[src/rtl/pc_sequencer_if.sv]
// Fetch-path bundle between the program-counter sequencer, the core's control
// decode and the instruction memory port.
interface pc_sequencer_if;
  logic [31:0] PC_4;
  logic [31:0] PC_Imm;
  logic [31:0] JALR_Target;
  logic        Branch_Taken;
  logic        Jump;
  logic        Jalr;
  logic        Hold;
  logic        IMem_Ack;
  logic        Retire;
  logic [31:0] PC;
  logic        IMem_Req;
  logic [31:0] IMem_Addr;
  logic        Instr_Valid;
  logic        Trap;
  logic [31:0] Trap_PC;
  logic [31:0] Trap_Tval;
  logic [31:0] Instret;

  // Core/memory side: drives control and handshake inputs, observes PC state.
  modport master (
    output PC_4, PC_Imm, JALR_Target, Branch_Taken, Jump, Jalr, Hold,
           IMem_Ack, Retire,
    input  PC, IMem_Req, IMem_Addr, Instr_Valid, Trap, Trap_PC, Trap_Tval,
           Instret
  );

  // Sequencer side.
  modport slave (
    input  PC_4, PC_Imm, JALR_Target, Branch_Taken, Jump, Jalr, Hold,
           IMem_Ack, Retire,
    output PC, IMem_Req, IMem_Addr, Instr_Valid, Trap, Trap_PC, Trap_Tval,
           Instret
  );
endinterface

[src/rtl/pc_sequencer.sv]
// Program-counter sequencer: owns the architectural PC, runs the IDLE/FETCH/EXEC
// fetch handshake, selects the next PC, traps misaligned targets, counts retires.
module pc_sequencer #(
  parameter logic [31:0] RESET_VEC = 32'h0000_0000,
  parameter logic [31:0] TRAP_VEC  = 32'h0000_0100
) (
  input logic            CLK,
  input logic            RSTN,
  pc_sequencer_if.slave  bus
);

  typedef enum logic [1:0] {
    IDLE  = 2'd0,
    FETCH = 2'd1,
    EXEC  = 2'd2
  } state_t;

  state_t      state;
  logic [31:0] pc_q;
  logic [31:0] addr_q;
  logic        req_q;
  logic        valid_q;
  logic        trap_q;
  logic [31:0] trap_pc_q;
  logic [31:0] trap_tval_q;
  logic [31:0] instret_q;

  logic [31:0] target;
  logic        ctrl_sel;
  logic        misaligned;
  logic [31:0] next_pc;

  // JALR always lands on an even address, so the ALU's bit 0 is dropped.
  logic unused_jalr_lsb;
  assign unused_jalr_lsb = bus.JALR_Target[0];

  always_comb begin
    // NOTE: every variable gets a default before any branch, so no path can
    // leave it holding its old value and a latch is never inferred.
    target   = bus.PC_4;
    ctrl_sel = 1'b0;
    if (bus.Jalr) begin
      target   = {bus.JALR_Target[31:1], 1'b0};
      ctrl_sel = 1'b1;
    end else if (bus.Jump) begin
      target   = bus.PC_Imm;
      ctrl_sel = 1'b1;
    end else if (bus.Branch_Taken) begin
      target   = bus.PC_Imm;
      ctrl_sel = 1'b1;
    end
    // The sequential PC_4 path is trusted; only redirects are alignment-checked.
    misaligned = ctrl_sel && (target[1:0] != 2'b00);
    next_pc    = misaligned ? TRAP_VEC : target;
  end

  // NOTE: all architectural state is reset here; there is no storage array,
  // so every flop takes a defined value while RSTN is low.
  always_ff @(posedge CLK or negedge RSTN) begin
    if (!RSTN) begin
      state       <= IDLE;
      pc_q        <= RESET_VEC;
      addr_q      <= RESET_VEC;
      req_q       <= 1'b0;
      valid_q     <= 1'b0;
      trap_q      <= 1'b0;
      trap_pc_q   <= 32'h0;
      trap_tval_q <= 32'h0;
      instret_q   <= 32'h0;
    end else begin
      // NOTE: non-blocking assignments so every register samples pre-edge
      // values, independent of statement order within this block.
      trap_q <= 1'b0;
      case (state)
        IDLE: begin
          if (!bus.Hold) begin
            state  <= FETCH;
            req_q  <= 1'b1;
            addr_q <= pc_q;
          end
        end
        FETCH: begin
          // Hold is not sampled: an outstanding request must complete.
          if (bus.IMem_Ack) begin
            state   <= EXEC;
            req_q   <= 1'b0;
            valid_q <= 1'b1;
          end
        end
        EXEC: begin
          if (bus.Retire) begin
            pc_q    <= next_pc;
            addr_q  <= next_pc;
            valid_q <= 1'b0;
            if (misaligned) begin
              trap_q      <= 1'b1;
              trap_pc_q   <= pc_q;
              trap_tval_q <= target;
            end else begin
              instret_q <= instret_q + 32'd1;
            end
            if (bus.Hold) begin
              state <= IDLE;
              req_q <= 1'b0;
            end else begin
              state <= FETCH;
              req_q <= 1'b1;
            end
          end
        end
        default: begin
          state   <= IDLE;
          req_q   <= 1'b0;
          valid_q <= 1'b0;
        end
      endcase
    end
  end

  assign bus.PC          = pc_q;
  assign bus.IMem_Req    = req_q;
  assign bus.IMem_Addr   = addr_q;
  assign bus.Instr_Valid = valid_q;
  assign bus.Trap        = trap_q;
  assign bus.Trap_PC     = trap_pc_q;
  assign bus.Trap_Tval   = trap_tval_q;
  assign bus.Instret     = instret_q;

endmodule

[src/flat_wrapper.sv]
// flat-port wrapper written by rule: the top's interface ports become plain ports
module pc_sequencer_flat 
#(
  parameter logic [31:0] RESET_VEC = 32'h0000_0000,
  parameter logic [31:0] TRAP_VEC  = 32'h0000_0100
)
  (CLK, RSTN, bus_PC_4, bus_PC_Imm, bus_JALR_Target, bus_Branch_Taken, bus_Jump, bus_Jalr, bus_Hold, bus_IMem_Ack, bus_Retire, bus_PC, bus_IMem_Req, bus_IMem_Addr, bus_Instr_Valid, bus_Trap, bus_Trap_PC, bus_Trap_Tval, bus_Instret);
  pc_sequencer_if bus_i ();
  input logic CLK;
  input logic RSTN;
  input wire logic [$bits(bus_i.PC_4)-1:0] bus_PC_4;
  input wire logic [$bits(bus_i.PC_Imm)-1:0] bus_PC_Imm;
  input wire logic [$bits(bus_i.JALR_Target)-1:0] bus_JALR_Target;
  input wire logic [$bits(bus_i.Branch_Taken)-1:0] bus_Branch_Taken;
  input wire logic [$bits(bus_i.Jump)-1:0] bus_Jump;
  input wire logic [$bits(bus_i.Jalr)-1:0] bus_Jalr;
  input wire logic [$bits(bus_i.Hold)-1:0] bus_Hold;
  input wire logic [$bits(bus_i.IMem_Ack)-1:0] bus_IMem_Ack;
  input wire logic [$bits(bus_i.Retire)-1:0] bus_Retire;
  output wire logic [$bits(bus_i.PC)-1:0] bus_PC;
  output wire logic [$bits(bus_i.IMem_Req)-1:0] bus_IMem_Req;
  output wire logic [$bits(bus_i.IMem_Addr)-1:0] bus_IMem_Addr;
  output wire logic [$bits(bus_i.Instr_Valid)-1:0] bus_Instr_Valid;
  output wire logic [$bits(bus_i.Trap)-1:0] bus_Trap;
  output wire logic [$bits(bus_i.Trap_PC)-1:0] bus_Trap_PC;
  output wire logic [$bits(bus_i.Trap_Tval)-1:0] bus_Trap_Tval;
  output wire logic [$bits(bus_i.Instret)-1:0] bus_Instret;
  assign bus_i.PC_4 = bus_PC_4;
  assign bus_i.PC_Imm = bus_PC_Imm;
  assign bus_i.JALR_Target = bus_JALR_Target;
  assign bus_i.Branch_Taken = bus_Branch_Taken;
  assign bus_i.Jump = bus_Jump;
  assign bus_i.Jalr = bus_Jalr;
  assign bus_i.Hold = bus_Hold;
  assign bus_i.IMem_Ack = bus_IMem_Ack;
  assign bus_i.Retire = bus_Retire;
  assign bus_PC = bus_i.PC;
  assign bus_IMem_Req = bus_i.IMem_Req;
  assign bus_IMem_Addr = bus_i.IMem_Addr;
  assign bus_Instr_Valid = bus_i.Instr_Valid;
  assign bus_Trap = bus_i.Trap;
  assign bus_Trap_PC = bus_i.Trap_PC;
  assign bus_Trap_Tval = bus_i.Trap_Tval;
  assign bus_Instret = bus_i.Instret;
  pc_sequencer #(.RESET_VEC(RESET_VEC), .TRAP_VEC(TRAP_VEC)) u_core (.CLK(CLK), .RSTN(RSTN), .bus(bus_i));
endmodule
[config.mk]
export PLATFORM = sky130hd
export DESIGN_NAME = pc_sequencer_flat
export DESIGN_NICKNAME = d
export VERILOG_FILES = /design/src/rtl/pc_sequencer_if.sv /design/src/rtl/pc_sequencer.sv /design/src/flat_wrapper.sv
export SDC_FILE = /design/constraint.sdc
export NUM_CORES = 1
export LEC_CHECK = 0
export CAP_MARGIN = 25
export CELL_PAD_IN_SITES_DETAIL_PLACEMENT = 0
export CELL_PAD_IN_SITES_GLOBAL_PLACEMENT = 2
export CORE_ASPECT_RATIO = 2
export CORE_UTILIZATION = 24
export DETAILED_ROUTE_END_ITERATION = 8
export GPL_TIMING_DRIVEN = 1
export PLACE_DENSITY = 0.81
export SYNTH_ARGS = -nofsm -noshare
export SYNTH_HDL_FRONTEND = slang
export SYNTH_SLANG_ARGS = --single-unit
[constraint.sdc]
create_clock -name CLK -period 1.75 [get_ports CLK]
set_input_delay 0.4375 -clock CLK [delete_from_list [all_inputs] [get_ports CLK]]
set_output_delay 0.4375 -clock CLK [all_outputs]
set_load 0.05 [all_outputs]
==> results.sh <==
export IMPL_synth_area_leaders="dfrtp_1, nand2_1, a21oi_1"
export IMPL_areaGrowthSynthToFinish_pct=67.1
export IMPL_hold_violations=0
export IMPL_antenna_found_initial=2
export IMPL_dpl_hpwl_mm=23.4
export IMPL_grt_usage_pct=19.4
export IMPL_fill_cells=3268
export IMPL_grt_pass1_wl_mm=47.6
export IMPL_endpoint_kind="flop"
export IMPL_outcome="finished, final reports clean"
export IMPL_place_area_um2=12400
export IMPL_instances_no_fill=1678
export IMPL_timing_max_cap_violations=0
export IMPL_synth_edff_count=0
export IMPL_clk_latency_ns=0.46
export IMPL_multi_input_area_um2=3720
export IMPL_first_global_vias=7950
export IMPL_vias=7817
export IMPL_finalMaxSlewViolations=0
export IMPL_wl_per_cell_um=18.9
export IMPL_worst_setup_path_start_kind="flop"
export IMPL_portBuffers=265
export IMPL_die_x_um=131
export IMPL_synth_warnings=0
export IMPL_cpPeakStageDelay_ns=0.41
export IMPL_drt_wl_total_mm=31.7
export IMPL_crit_fanout=4
export IMPL_worst_pin_slew_ns=0.647
export IMPL_cts_buffer_depth=2
export IMPL_ys_types=45
export IMPL_dp_cells=1636
export IMPL_firstDrtPassIters=4
export IMPL_via_per_inst=4.66
export IMPL_grt_max_degree=62
export IMPL_crit_top_cell="buf_4"
export IMPL_yosys_top_cells_count="nand2_1, dfrtp_1, a21oi_1, nor2_1, o21ai_0"
export IMPL_setup_viol=0
export IMPL_rsz0062_at_grt="yes"
export IMPL_fin_nets=1341
export IMPL_power_density_nw_per_um2=1580
export IMPL_cts_sinks=165
export IMPL_synth_seq_cells=165
export IMPL_cts_max_level=4
export IMPL_drc=0
export IMPL_finalClockSkew_ns=0.00966
export IMPL_syn_nets=1000
export IMPL_ff2ff_path_depth=7
export IMPL_crit_start="u_core.state[0]"
export IMPL_synth_async_reset_ratio_pct=100
export IMPL_max_clock_freq_mhz=580
export IMPL_peakVddDrop_uv=801
export IMPL_drive_above_1_share_pct=30.0
export IMPL_start_util_pct=24.5
export IMPL_drt_iter0_drc=305
export IMPL_synth_seq_area_share_pct=52.1
export IMPL_min_period_over_period_pct=98.5
export IMPL_synth_cells=895
export IMPL_synth_area_leader_cell="dfrtp_1"
export IMPL_crit_reg2reg_launch="u_core.state[0]"
export IMPL_ys_flop_type="dfrtp_1"
export IMPL_cpMaxStageDelayCell="dfrtp_2"
export IMPL_place_congestion=0.788
export IMPL_p_leak_nw=6.07
export IMPL_core_region_area_um2=32300
export IMPL_syn_cell_area_um2=7930
export IMPL_final_antenna_net_count=0
export IMPL_die_area_um2=33800
export IMPL_fin_crit_ns=1.72
export IMPL_cts_root_buf="clkbuf_16"
export IMPL_seqCellArea_um2=4150
export IMPL_p_total_mw=20.9
export IMPL_cp_arrival_ns=2.10
export IMPL_cts_buffers=17
export IMPL_cp_required_ns=2.13
export IMPL_path_cells="nand3b_1 -> a211oi_1 -> buf_4 -> nand4_1 -> buf_4 -> nor3_2 -> xor2_1"
export IMPL_synth_top_area_share_pct=52.1
export IMPL_chipHeight_um=259
export IMPL_num_rows=93
export IMPL_path_clk_slew_ns=0.07
export IMPL_io_pins=267
export IMPL_slew_headroom_pct=56.9
export IMPL_criticalPathCategory="reg -> reg"
export IMPL_yosysMostFrequentCell="nand2_1"
export IMPL_syn_avg_cell_area_um2=8.86
export IMPL_globalRoute_totalOverflow=0
export IMPL_hp_class="in -> async"
export IMPL_cts_tree="built"
export IMPL_final_cell_area_um2=13200
-- registers in the layout, summed over array words and instances, names as in the netlist --
register / cells
u_core.bus.Trap_Tval: 32
u_core.bus.Trap: 1
u_core.bus.PC: 32
u_core.state: 2
u_core.bus.Trap_PC: 32
u_core.bus.IMem_Req: 1
u_core.bus.Instret: 32
u_core.bus.Instr_Valid: 1
u_core.bus.IMem_Addr: 32
-- path summary, 6_finish.rpt --
| kind | slack [ns] | end |
|---|---|---|
| hold reg to reg | 0.48 | u_core.bus.Trap_PC[13] |
| hold / removal | 0.41 | u_core.bus.Instret[6] |
| min in group CLK | 0.45 | u_core.bus.Instr_Valid |
| setup reg to reg | 0.03 | u_core.bus.Instret[22] |
| setup / recovery | 0.03 | u_core.bus.Instret[22] |
| max in group asynchronous | 0.72 | u_core.bus.PC[6] |
-- per-layer routing --
layer | vias up | global-route usage [%] | share of wire (%)
met2 | 203 | 35.5 | 56
met1 | 3797 | 20.6 | 37
met3 | 46 | 3.40 | 3.8
met4 | 0 | 10.4 | 4.1
li1 | 3771 | - | -
met5 | - | 0 | 0
-- cell type report --
cell class | instances | share of cell area [%]
tap | 427 | 4.03
clock buffer | 19 | 3.27
antenna | 2 | 0.0378
sequential | 165 | 31.3
multi-input combinational | 663 | 28.1
timing repair buffer | 382 | 32.1
clock inverter | 13 | 0.944
inverter | 7 | 0.198
-- worst max-delay path: cells and delay by family, from the launching register on --
| kind | cells | cell delay (ns) |
|---|---|---|
| AO/OA/AOI/OAI | 1 | 0.24 |
| buffers and inverters | 2 | 0.35 |
| AND/OR/NAND/NOR | 3 | 0.48 |
| XOR/XNOR | 1 | 0.18 |
| flip-flops | 1 | 0.41 |
-- cell usage in the layout, fill, tap and decap left out, types with 5 or more instances in the layout --
cell type | synthesis | routed
nor2_4 | 0 | 5
dfrtp_2 | 0 | 19
nand2_1 | 193 | 190
mux2i_2 | 0 | 5
nand3_1 | 10 | 9
clkdlybuf4s50_1 | 0 | 94
inv_1 | 6 | 6
a22oi_1 | 28 | 28
nand4_1 | 10 | 10
nor2_2 | 1 | 5
buf_4 | 0 | 190
o21ai_0 | 68 | 67
xnor2_1 | 15 | 15
dfrtp_1 | 165 | 146
clkinvlp_4 | 0 | 5
a21oi_1 | 119 | 112
mux2i_1 | 32 | 23
nor2_1 | 100 | 92
o31ai_1 | 31 | 31
buf_12 | 0 | 88
clkbuf_16 | 0 | 17
a21oi_2 | 0 | 7
xor2_1 | 16 | 16
-- logic make-up (layout without fill, tap and decap cells) --
logic type	Yosys count	after routing	synth area share (%)
xor gates and xnor gates	31	31	3.42
DFF	165	165	52.1
muxes	33	33	4.18
other	0	2	0
AOI/OAI and AO/OA	256	256	18.7
buffers and inverters	68	421	3.41
adders and majority gates	1	1	0.158
and+or+nand+nor	341	342	18.1
-- report_power, final --
group	internal [mW]	switching, mW	total [mW]
combinational	4.04	6.85	10.9
clock	1.97	1.76	3.73
sequential	5.01	1.27	6.27
-- repair_timing --
action                                  4_1_cts  5_1_grt
buffers inserted                              4        1
pin swaps                                     6        4
cloned                                        2        0
endpoints found under the hold margin        21        0
resized for setup                            27       11
hold buffers                                  1        0
endpoints found under the setup margin      113       31
-- metrics by stage --
| stage | worst slack (ns) | setup TNS (ns) | hold WS, ns | utilization [%] |
|---|---|---|---|---|
| final | 0.0268 | 0 | 0.411 | 41.0 |
| after global routing | -0.0851 | -0.555 | 0.430 | 41.0 |
| after CTS | -0.0173 | -0.0173 | 0.403 | 40.8 |
| after detailed placement | -0.625 | -77.45 | 0.329 | 38.4 |
| after global placement | -0.587 | -74.18 | 0.326 | 38.4 |
| after floorplan | -0.0838 | -0.420 | 0.142 | - |
No activity file was read; power rests on OpenSTA's default activity.
